## src/rtl/flashrom_arbiter_pkg.sv

```systemverilog
// Shared types and constants for the FlashROM two-port read arbiter.
// Used by the grant logic, the top-level sequencer and the bench.
package flashrom_arb_pkg;

    localparam int ROM_ADDR_W      = 7;
    localparam int ROM_DATA_W      = 8;
    localparam int ROM_LATENCY_DEF = 2;
    localparam int LAT_CNT_W       = 3;

    typedef enum logic [1:0] {
        ST_IDLE,
        ST_ISSUE,
        ST_WAIT,
        ST_DONE
    } arb_state_e;

    typedef logic port_idx_t;

    function automatic port_idx_t other_port(port_idx_t p);
        return ~p;
    endfunction

endpackage

```

## src/rtl/flashrom_arbiter_if.sv

```systemverilog
// Requester and ROM-side signals of the FlashROM arbiter.
// slave: arbiter side; master: requesters plus ROM model side.
interface flashrom_arbiter_if #(
    parameter int ADDR_W = 7,
    parameter int DATA_W = 8
);

    logic              REQ0;
    logic              REQ1;
    logic [ADDR_W-1:0] ADDR0;
    logic [ADDR_W-1:0] ADDR1;
    logic              ACK0;
    logic              ACK1;
    logic              VALID0;
    logic              VALID1;
    logic [DATA_W-1:0] DATA0;
    logic [DATA_W-1:0] DATA1;
    logic [ADDR_W-1:0] ROM_ADDR;
    logic [DATA_W-1:0] ROM_DOUT;

    modport slave (
        input  REQ0, REQ1, ADDR0, ADDR1, ROM_DOUT,
        output ACK0, ACK1, VALID0, VALID1,
        output DATA0, DATA1, ROM_ADDR
    );

    modport master (
        output REQ0, REQ1, ADDR0, ADDR1, ROM_DOUT,
        input  ACK0, ACK1, VALID0, VALID1,
        input  DATA0, DATA1, ROM_ADDR
    );

endinterface

```

## src/rtl/flashrom_arbiter_rr_grant.sv

```systemverilog
// Combinational two-way grant for the FlashROM arbiter.
// FLASHROM_ARB_FIXED_PRIORITY_EN: port 0 wins ties, no last-grant input.
module flashrom_rr_grant
    import flashrom_arb_pkg::*;
(
    input  logic      req0_i,
    input  logic      req1_i,
`ifndef FLASHROM_ARB_FIXED_PRIORITY_EN
    input  port_idx_t last_i,
`endif
    output logic      gnt_vld_o,
    output port_idx_t gnt_o
);

    // Pick a port: lone requester wins, ties resolved by policy.
    always_comb begin
        gnt_vld_o = req0_i | req1_i;
        gnt_o     = 1'b0;
        if (req0_i && req1_i) begin
`ifdef FLASHROM_ARB_FIXED_PRIORITY_EN
            gnt_o = 1'b0;
`else
            gnt_o = other_port(last_i);
`endif
        end else if (req1_i) begin
            gnt_o = 1'b1;
        end
    end

endmodule

```

## src/rtl/flashrom_arbiter.sv

```systemverilog
// Two-port byte-read arbiter and sequencer in front of the FlashROM.
// Optional FLASHROM_ARB_FIXED_PRIORITY_EN selects fixed port-0 priority.
module flashrom_arbiter
    import flashrom_arb_pkg::*;
#(
    parameter int ADDR_W      = ROM_ADDR_W,
    parameter int DATA_W      = ROM_DATA_W,
    parameter int ROM_LATENCY = ROM_LATENCY_DEF
) (
    input  logic              CLK,
    input  logic              RST,
    flashrom_arbiter_if.slave bus
);

    arb_state_e           state_q;
    port_idx_t            gnt_q;
    port_idx_t            gnt_d;
    logic                 gnt_vld_d;
    logic [LAT_CNT_W-1:0] cnt_q;
    logic                 ack0_q;
    logic                 ack1_q;
    logic                 valid0_q;
    logic                 valid1_q;
    logic [DATA_W-1:0]    data0_q;
    logic [DATA_W-1:0]    data1_q;
    logic [ADDR_W-1:0]    rom_addr_q;
`ifndef FLASHROM_ARB_FIXED_PRIORITY_EN
    port_idx_t            last_q;
`endif

    flashrom_rr_grant u_grant (
        .req0_i    (bus.REQ0),
        .req1_i    (bus.REQ1),
`ifndef FLASHROM_ARB_FIXED_PRIORITY_EN
        .last_i    (last_q),
`endif
        .gnt_vld_o (gnt_vld_d),
        .gnt_o     (gnt_d)
    );

    // Sequencer: arbitrate, issue address, wait ROM latency, return byte.
    always_ff @(posedge CLK) begin
        if (RST) begin
            state_q    <= ST_IDLE;
            gnt_q      <= 1'b0;
            cnt_q      <= '0;
            ack0_q     <= 1'b0;
            ack1_q     <= 1'b0;
            valid0_q   <= 1'b0;
            valid1_q   <= 1'b0;
            data0_q    <= '0;
            data1_q    <= '0;
            rom_addr_q <= '0;
`ifndef FLASHROM_ARB_FIXED_PRIORITY_EN
            last_q     <= 1'b1;
`endif
        end else begin
            ack0_q   <= 1'b0;
            ack1_q   <= 1'b0;
            valid0_q <= 1'b0;
            valid1_q <= 1'b0;
            unique case (state_q)
                ST_IDLE: begin
                    if (gnt_vld_d) begin
                        gnt_q      <= gnt_d;
                        rom_addr_q <= gnt_d ? bus.ADDR1 : bus.ADDR0;
                        ack0_q     <= ~gnt_d;
                        ack1_q     <= gnt_d;
                        state_q    <= ST_ISSUE;
                    end
                end
                ST_ISSUE: begin
                    cnt_q   <= LAT_CNT_W'(ROM_LATENCY - 1);
                    state_q <= ST_WAIT;
                end
                ST_WAIT: begin
                    if (cnt_q == '0) begin
                        if (gnt_q) begin
                            data1_q  <= bus.ROM_DOUT;
                            valid1_q <= 1'b1;
                        end else begin
                            data0_q  <= bus.ROM_DOUT;
                            valid0_q <= 1'b1;
                        end
                        state_q <= ST_DONE;
                    end else begin
                        cnt_q <= cnt_q - 1'b1;
                    end
                end
                ST_DONE: begin
`ifndef FLASHROM_ARB_FIXED_PRIORITY_EN
                    last_q <= gnt_q;
`endif
                    state_q <= ST_IDLE;
                end
            endcase
        end
    end

    assign bus.ACK0     = ack0_q;
    assign bus.ACK1     = ack1_q;
    assign bus.VALID0   = valid0_q;
    assign bus.VALID1   = valid1_q;
    assign bus.DATA0    = data0_q;
    assign bus.DATA1    = data1_q;
    assign bus.ROM_ADDR = rom_addr_q;

endmodule

```

## src/flat_wrapper.sv

```systemverilog
// flat-port wrapper written by rule: the top's interface ports become plain ports
module flashrom_arbiter_flat import flashrom_arb_pkg::*;
#(
    parameter int ADDR_W      = ROM_ADDR_W,
    parameter int DATA_W      = ROM_DATA_W,
    parameter int ROM_LATENCY = ROM_LATENCY_DEF
)
  (CLK, RST, bus_REQ0, bus_REQ1, bus_ADDR0, bus_ADDR1, bus_ROM_DOUT, bus_ACK0, bus_ACK1, bus_VALID0, bus_VALID1, bus_DATA0, bus_DATA1, bus_ROM_ADDR);
  flashrom_arbiter_if #(.ADDR_W(ADDR_W), .DATA_W(DATA_W)) bus_i ();
  input  logic CLK;
  input  logic RST;
  input wire logic [$bits(bus_i.REQ0)-1:0] bus_REQ0;
  input wire logic [$bits(bus_i.REQ1)-1:0] bus_REQ1;
  input wire logic [$bits(bus_i.ADDR0)-1:0] bus_ADDR0;
  input wire logic [$bits(bus_i.ADDR1)-1:0] bus_ADDR1;
  input wire logic [$bits(bus_i.ROM_DOUT)-1:0] bus_ROM_DOUT;
  output wire logic [$bits(bus_i.ACK0)-1:0] bus_ACK0;
  output wire logic [$bits(bus_i.ACK1)-1:0] bus_ACK1;
  output wire logic [$bits(bus_i.VALID0)-1:0] bus_VALID0;
  output wire logic [$bits(bus_i.VALID1)-1:0] bus_VALID1;
  output wire logic [$bits(bus_i.DATA0)-1:0] bus_DATA0;
  output wire logic [$bits(bus_i.DATA1)-1:0] bus_DATA1;
  output wire logic [$bits(bus_i.ROM_ADDR)-1:0] bus_ROM_ADDR;
  assign bus_i.REQ0 = bus_REQ0;
  assign bus_i.REQ1 = bus_REQ1;
  assign bus_i.ADDR0 = bus_ADDR0;
  assign bus_i.ADDR1 = bus_ADDR1;
  assign bus_i.ROM_DOUT = bus_ROM_DOUT;
  assign bus_ACK0 = bus_i.ACK0;
  assign bus_ACK1 = bus_i.ACK1;
  assign bus_VALID0 = bus_i.VALID0;
  assign bus_VALID1 = bus_i.VALID1;
  assign bus_DATA0 = bus_i.DATA0;
  assign bus_DATA1 = bus_i.DATA1;
  assign bus_ROM_ADDR = bus_i.ROM_ADDR;
  flashrom_arbiter #(.ADDR_W(ADDR_W), .DATA_W(DATA_W), .ROM_LATENCY(ROM_LATENCY)) u_core (.CLK(CLK), .RST(RST), .bus(bus_i));
endmodule
```

## config.mk

```make
export PLATFORM = sky130hd
export DESIGN_NAME = flashrom_arbiter_flat
export DESIGN_NICKNAME = d
export VERILOG_FILES = /design/src/rtl/flashrom_arbiter_pkg.sv /design/src/rtl/flashrom_arbiter_if.sv /design/src/rtl/flashrom_arbiter_rr_grant.sv /design/src/rtl/flashrom_arbiter.sv /design/src/flat_wrapper.sv
export SDC_FILE = /design/constraint.sdc
export NUM_CORES = 1
export LEC_CHECK = 0
export ABC_AREA = 1
export CAP_MARGIN = 5
export CORE_ASPECT_RATIO = 1.1
export CORE_UTILIZATION = 45
export CTS_CLUSTER_SIZE = 14
export DETAILED_ROUTE_END_ITERATION = 12
export PLACE_DENSITY = 0.79
export SLEW_MARGIN = 20
export SYNTH_ARGS = -nofsm -noshare
export SYNTH_HDL_FRONTEND = slang
export SYNTH_SLANG_ARGS = --single-unit
```

## constraint.sdc

```tcl
create_clock -name CLK -period 1.9 [get_ports CLK]
set_input_delay 0.38 -clock CLK [delete_from_list [all_inputs] [get_ports CLK]]
set_output_delay 0.38 -clock CLK [all_outputs]
set_load 0.01 [all_outputs]
```

==> impl_metrics.tcl, run 1 <==
set metrics [dict create \
    multi_input_area_um2 724.4 \
    worst_setup_path_end_kind "primary output" \
    dieWidth_um 58.53 \
    overflow 0 \
    critical_path.startpoint_type "register" \
    track_usage_pct 18.84 \
    worst_path_max_delay_cell "sky130_fd_sc_hd__clkdlybuf4s50_1" \
    initial_drt_markers 55 \
    slew_viol_final 0 \
    static-leakage-power_nw 1.047 \
    post-cts-setup-buffer-count 0 \
    critical-path-top-delay-family "buffers and inverters" \
    floorplan.rows 22 \
    floorplan.die_area_mm2 0.003756 \
    crit_buf_inv 1 \
    cp.arrival_ps 1250 \
    crit_type "register to primary output" \
    crit_path_max_fanout 2 \
    max-vdd-ir-drop_mv 0.8671 \
    timing.reg2reg.worst_path_depth 7 \
    cts-buffers-inserted 5 \
    critical_path_required_ps 1520 \
    outcome "completed" \
    route.vias.total 1486 \
    postSynthRegisterBits 34 \
    finalSetupTns_ps 0 \
    buffer_ports.inserted 52 \
    post_cts_resized 0 \
    area_delta_synth_final_pct 40.66 \
    num_antenna_cells 0 \
    post-route-cell-area_mm2 0.002225 \
    worst_slew_margin_rel_pct 76.45 \
    fin_skew_ps 11.29 \
    final_antenna_net_count 0 \
    max_freq_mhz 614.7 \
    layout-drive-gt1-share_pct 6.272 \
    core_occupancy_in_the_finished_layout_pct 66.24 \
    yosys.cell_types.count 22 \
    fill_cells 302 \
    report.final.setup_viol 0 \
    timing.critical_path.cells "clkdlybuf4s50_1" \
    cts.sinks 34 \
    clk_transition_reported_paths_ps 120 \
    syn-cell-area_mm2 0.001582 \
    layout_min_cycle_time_ps 1627 \
    root_buffer "sky130_fd_sc_hd__clkbuf_4" \
    maxCapViolCount 0 \
    sequential_cell_area_um2 680.7 \
    yosysSeqAreaShare_pct 43.04 \
    boundaryPins 53 \
    finalWeightedCongestion 0.7955 \
    ctsHoldBuffers 0 \
    coreArea_mm2 0.003358 \
    clk_path_buf_depth 2 \
    place.detailed.hpwl_um 2379 \
    maximum_number_of_pins_on_one_net_before_global_route_repair 17 \
    worstMarginPinSlew_ps 351.1 \
    insertion_delay_ps 340 \
    synth.avg_cell_area_um2 6.906 \
    die_height_um 64.18 \
    mappedNetlistNets 262 \
    worst-path-stages 1 \
    count_of_final_hold_check_violations 0 \
    final_cells 335 \
    critPathMaxStageDelay_ps 540 \
    wire_length_of_the_first_global_routing_pass_um 5306 \
    setup_repair_after_global_routing_missed_its_margin "false" \
    detailed_place.area_mm2 0.002147 \
    tritoncts_clock_tree "yes" \
    detail_route.wl_per_cell_um 9.848 \
    avgViaCountPerCell 4.436 \
    placedCellCount 327 \
    most_common_library_cell_in_the_layout_ignoring_fill_and_taps "sky130_fd_sc_hd__nor2_1" \
    remaining_drc_errors 0 \
    start_util_pct 47.09 \
    nNetsFinal 319 \
    total_power_w 0.002676 \
    wl_um 3299 \
    hold_path.class "register to register" \
    powerDensity_mw_per_mm2 1203 \
    grt_antenna_before_repair 0 \
    syn_inst 229 \
    cts.htree.levels 2 \
    layout.cells.most_common_list "59 x sky130_fd_sc_hd__nor2_1, 56 x sky130_fd_sc_hd__nand2_1, 52 x sky130_fd_sc_hd__clkdlybuf4s50_1" \
    number_of_warning_messages_in_the_yosys_log 0 \
    hold_path_depth 2 \
    drt-pass1-iter-count 4 \
    fin_crit_sh_pct 85.62 \
    number_of_global_route_vias_before_repair 1261 \
]
-- state kept, by name, indices dropped and copies added, names as in the netlist --
name	cells
u_core.bus.VALID0	1
u_core.cnt_q	3
u_core.state_q	2
u_core.gnt_q	1
u_core.bus.VALID1	1
u_core.bus.ACK0	1
u_core.last_q	1
u_core.bus.ROM_ADDR	7
u_core.bus.DATA0	8
u_core.bus.DATA1	8
u_core.bus.ACK1	1
-- layer usage --
metal / up-vias / part of all wire (%) / track usage, %
li1: 802 / - / -
met1: 637 / 45 / 22.25
met2: 42 / 48 / 31.18
met3: 5 / 6.4 / 6.275
met4: 0 / 1.2 / 7.143
met5: - / 0 / 0
-- cell families (layout without fill, tap and decap cells) --
group                      count (synthesis)  count (layout)  share of synthesized area (%)
AOI/OAI and AO/OA                         14              14                          4.509
and+or+nand+nor                          133             133                          35.76
buffers and inverters                     41              99                          11.15
adders and majority gates                  7               7                          5.538
DFF                                       34              34                          43.04
-- synth_stat cells, drive strengths merged --
cell	instances	area share, %
clkbuf	1	0.24
nand4	2	1.7
o21ai	10	3.2
a21oi	3	0.95
nor3	2	0.63
dfxtp	34	43
inv	34	8.1
buf	5	2.6
clkinv	1	0.24
ha	7	5.5
nand3	11	4.3
nor2	62	16
nand2	56	13
o22ai	1	0.40
-- path summary, 6_finish.rpt --
kind	startpoint	endpoint	slack, ps
worst max-delay path	u_core.bus.ROM_ADDR[0]$_SDFFE_PP0P_	bus_ROM_ADDR[0]	270
worst min-delay path	u_core.last_q$_SDFFE_PP1N_	u_core.last_q$_SDFFE_PP1N_	480
worst max register to register	u_core.state_q[0]$_SDFFE_PP0P_	u_core.bus.DATA0[0]$_SDFFE_PP0P_	350
worst min register to register	u_core.last_q$_SDFFE_PP1N_	u_core.last_q$_SDFFE_PP1N_	480
-- metrics by stage --
step	setup WS [ps]	hold WS (ps)
after floorplan	552.2	441.3
after global placement	183.8	463.6
after detailed placement	170.1	462.4
after CTS	268.3	477.8
after global routing	214.2	510.0
final	273.2	484.2
-- final cells by class --
class / count / area share (%)
flip-flops and latches: 34 / 30.60
multi-input cells: 154 / 32.56
repair buffers: 56 / 24.75
well taps: 48 / 2.700
clock buffers: 5 / 1.687
clock inverters: 3 / 1.800
inverters: 35 / 5.906
-- power by group --
part,switching [W],internal [W],total [W]
clock,0.000258,0.000273,0.000530
sequential,0.000100,0.000890,0.000990
combinational,0.000624,0.000531,0.00116
total,0.000982,0.00169,0.00268
Power figures use the tool's default switching activity.
==> inputs of run 2 (changes only) <==
--- a/config.mk
+++ b/config.mk
@@ -8,6 +8,7 @@
 export ABC_AREA = 1
 export CAP_MARGIN = 5
 export CORE_ASPECT_RATIO = 1.1
+export CORE_MARGIN = 2
 export CORE_UTILIZATION = 45
 export CTS_CLUSTER_SIZE = 14
 export DETAILED_ROUTE_END_ITERATION = 12
@@ -16,3 +17,4 @@
 export SYNTH_ARGS = -nofsm -noshare
 export SYNTH_HDL_FRONTEND = slang
 export SYNTH_SLANG_ARGS = --single-unit
+export TNS_END_PERCENT = 30
==> run 2 against run 1 <==
Against the previous run: sequential cell count unchanged; worst hold slack worse by 4.7 ps; critical path type unchanged; largest power group unchanged; core utilization down 0.89 points.
==> impl_metrics.tcl, run 2 (synthesized netlist as in run 1, its figures left out) <==
set metrics [dict create \
    outcome "completed" \
    final_cells 334 \
    route.vias.total 1501 \
    crit_path_max_fanout 2 \
    worst_slew_margin_rel_pct 78.89 \
    seqPwrFrac_pct 39.6 \
    critical-path-top-delay-family "buffers and inverters" \
    dp_slack_ps 166.9 \
    p_clk_share_pct 14.7 \
    worstMarginPinSlew_ps 315.8 \
    insertion_delay_ps 340 \
    critical_path_required_ps 1520 \
    coreArea_mm2 0.003358 \
    dieWidth_um 60.53 \
    ctsHoldBuffers 0 \
    drt-pass1-iter-count 4 \
    power_switching_share_pct 38.00 \
    buffer_ports.inserted 52 \
    clk_path_buf_depth 2 \
    regToRegSetupSlack_ps 380 \
    setup_repair_after_global_routing_missed_its_margin "false" \
    most_common_library_cell_in_the_layout_ignoring_fill_and_taps "sky130_fd_sc_hd__nor2_1" \
    post_cts_resized 0 \
    cts-buffers-inserted 5 \
    number_of_global_route_vias_before_repair 1310 \
    critical_path.startpoint_type "register" \
    crit_type "register to primary output" \
    post-cts-setup-buffer-count 0 \
    core_occupancy_in_the_finished_layout_pct 65.35 \
    clk_transition_reported_paths_ps 110 \
    wire_length_of_the_first_global_routing_pass_um 5485 \
    initial_drt_markers 57 \
    total_power_w 0.002507 \
    placedCellCount 327 \
    avgViaCountPerCell 4.494 \
    area_delta_synth_final_pct 38.77 \
    place.detailed.hpwl_um 2535 \
    cp.arrival_ps 1250 \
    p_sw_w 0.0009526 \
    fin_skew_ps 12.12 \
    detail_route.wl_per_cell_um 9.874 \
    powerDensity_mw_per_mm2 1142 \
    maxCapViolCount 0 \
    num_antenna_cells 0 \
    worst_path_max_delay_cell "sky130_fd_sc_hd__clkdlybuf4s50_1" \
    cts.htree.levels 2 \
    nNetsFinal 319 \
    critPathMaxStageDelay_ps 540 \
    power_frac_comb_pct 45.7 \
    max-vdd-ir-drop_mv 0.5664 \
    floorplan.rows 22 \
    finalSetupTns_ps 0 \
    crit_buf_inv 1 \
    remaining_drc_errors 0 \
    track_usage_pct 18.78 \
    slew_viol_final 0 \
    tritoncts_clock_tree "yes" \
    wl_um 3298 \
    finalWeightedCongestion 0.7408 \
    cts.sinks 34 \
    die_height_um 66.18 \
    layout_setup_ws_ps 271.2 \
    fin_crit_sh_pct 85.73 \
    intPower_w 0.001555 \
    final_antenna_net_count 0 \
    layout-drive-gt1-share_pct 5.944 \
    overflow 0 \
    root_buffer "sky130_fd_sc_hd__clkbuf_4" \
    layout_min_cycle_time_ps 1629 \
    maximum_number_of_pins_on_one_net_before_global_route_repair 18 \
    grt_antenna_before_repair 0 \
    hold_path.class "register to register" \
    start_util_pct 47.09 \
    static-leakage-power_nw 1.033 \
    max_freq_mhz 614.0 \
    report.final.setup_viol 0 \
    worst_setup_path_end_kind "primary output" \
    layout.cells.most_common_list "59 x sky130_fd_sc_hd__nor2_1, 56 x sky130_fd_sc_hd__nand2_1, 52 x sky130_fd_sc_hd__clkdlybuf4s50_1" \
    count_of_final_hold_check_violations 0 \
    floorplan.die_area_mm2 0.004005 \
    boundaryPins 53 \
    timing.critical_path.cells "clkdlybuf4s50_1" \
]
## run 2: cell types whose count changed in the layout (fill, tap and decap cells not counted)
cell                        change
sky130_fd_sc_hd__bufinv_16      -1
## run 2: area by class of cell
type / count / area, µm²
Fill cell: 326 / 1164
Inverter: 35 / 131.4
Timing Repair Buffer: 56 / 550.5
Clock buffer: 5 / 37.54
Multi-Input combinational cell: 154 / 724.4
Tap cell: 48 / 60.06
Sequential cell: 34 / 680.7
Clock inverter: 2 / 10.01
## run 2: stage by stage
stage / hold WS [ps] / area [µm²]
floorplan: 441.3 / 1582
global placement: 461.7 / 2147
detailed placement: 469.2 / 2147
CTS: 485.2 / 2195
global route: 510.1 / 2195
finish: 479.5 / 2195
## run 2: power by group through the flow
stage | clock [W] | sequential [W] | combinational, W
after floorplan | 0 | 0.00105 | 0.000694
final | 0.000369 | 0.000992 | 0.00115
after CTS | 0.000383 | 0.000994 | 0.00116
after global placement | 0 | 0.00101 | 0.00112
after detailed placement | 0 | 0.00101 | 0.00116
after global routing | 0.000415 | 0.00102 | 0.00131
## run 2: path summary, 6_finish.rpt
check,start,to,depth (start not counted)
max,u_core.bus.ROM_ADDR[4]$_SDFFE_PP0P_,bus_ROM_ADDR[4],1
min,u_core.last_q$_SDFFE_PP1N_,u_core.last_q$_SDFFE_PP1N_,2
max reg2reg,u_core.state_q[0]$_SDFFE_PP0P_,u_core.bus.DATA0[6]$_SDFFE_PP0P_,7
min reg2reg,u_core.last_q$_SDFFE_PP1N_,u_core.last_q$_SDFFE_PP1N_,2
## run 2: metal layers
layer	part of all wire, %	global-route usage [%]	vias to the layer above
met5	0	0	-
met4	1.4	6.522	0
met3	7.4	7.045	5
met2	49	33.02	50
met1	42	20.24	639
li1	-	-	807
==> inputs of run 3 (changes only) <==
--- a/config.mk
+++ b/config.mk
@@ -6,6 +6,7 @@
 export NUM_CORES = 1
 export LEC_CHECK = 0
 export ABC_AREA = 1
+export ABC_CLOCK_PERIOD_IN_PS = 1900
 export CAP_MARGIN = 5
 export CORE_ASPECT_RATIO = 1.1
 export CORE_MARGIN = 2
==> results of run 3 <==
The final DEF is identical to that of run 2; final timing and power are the same.
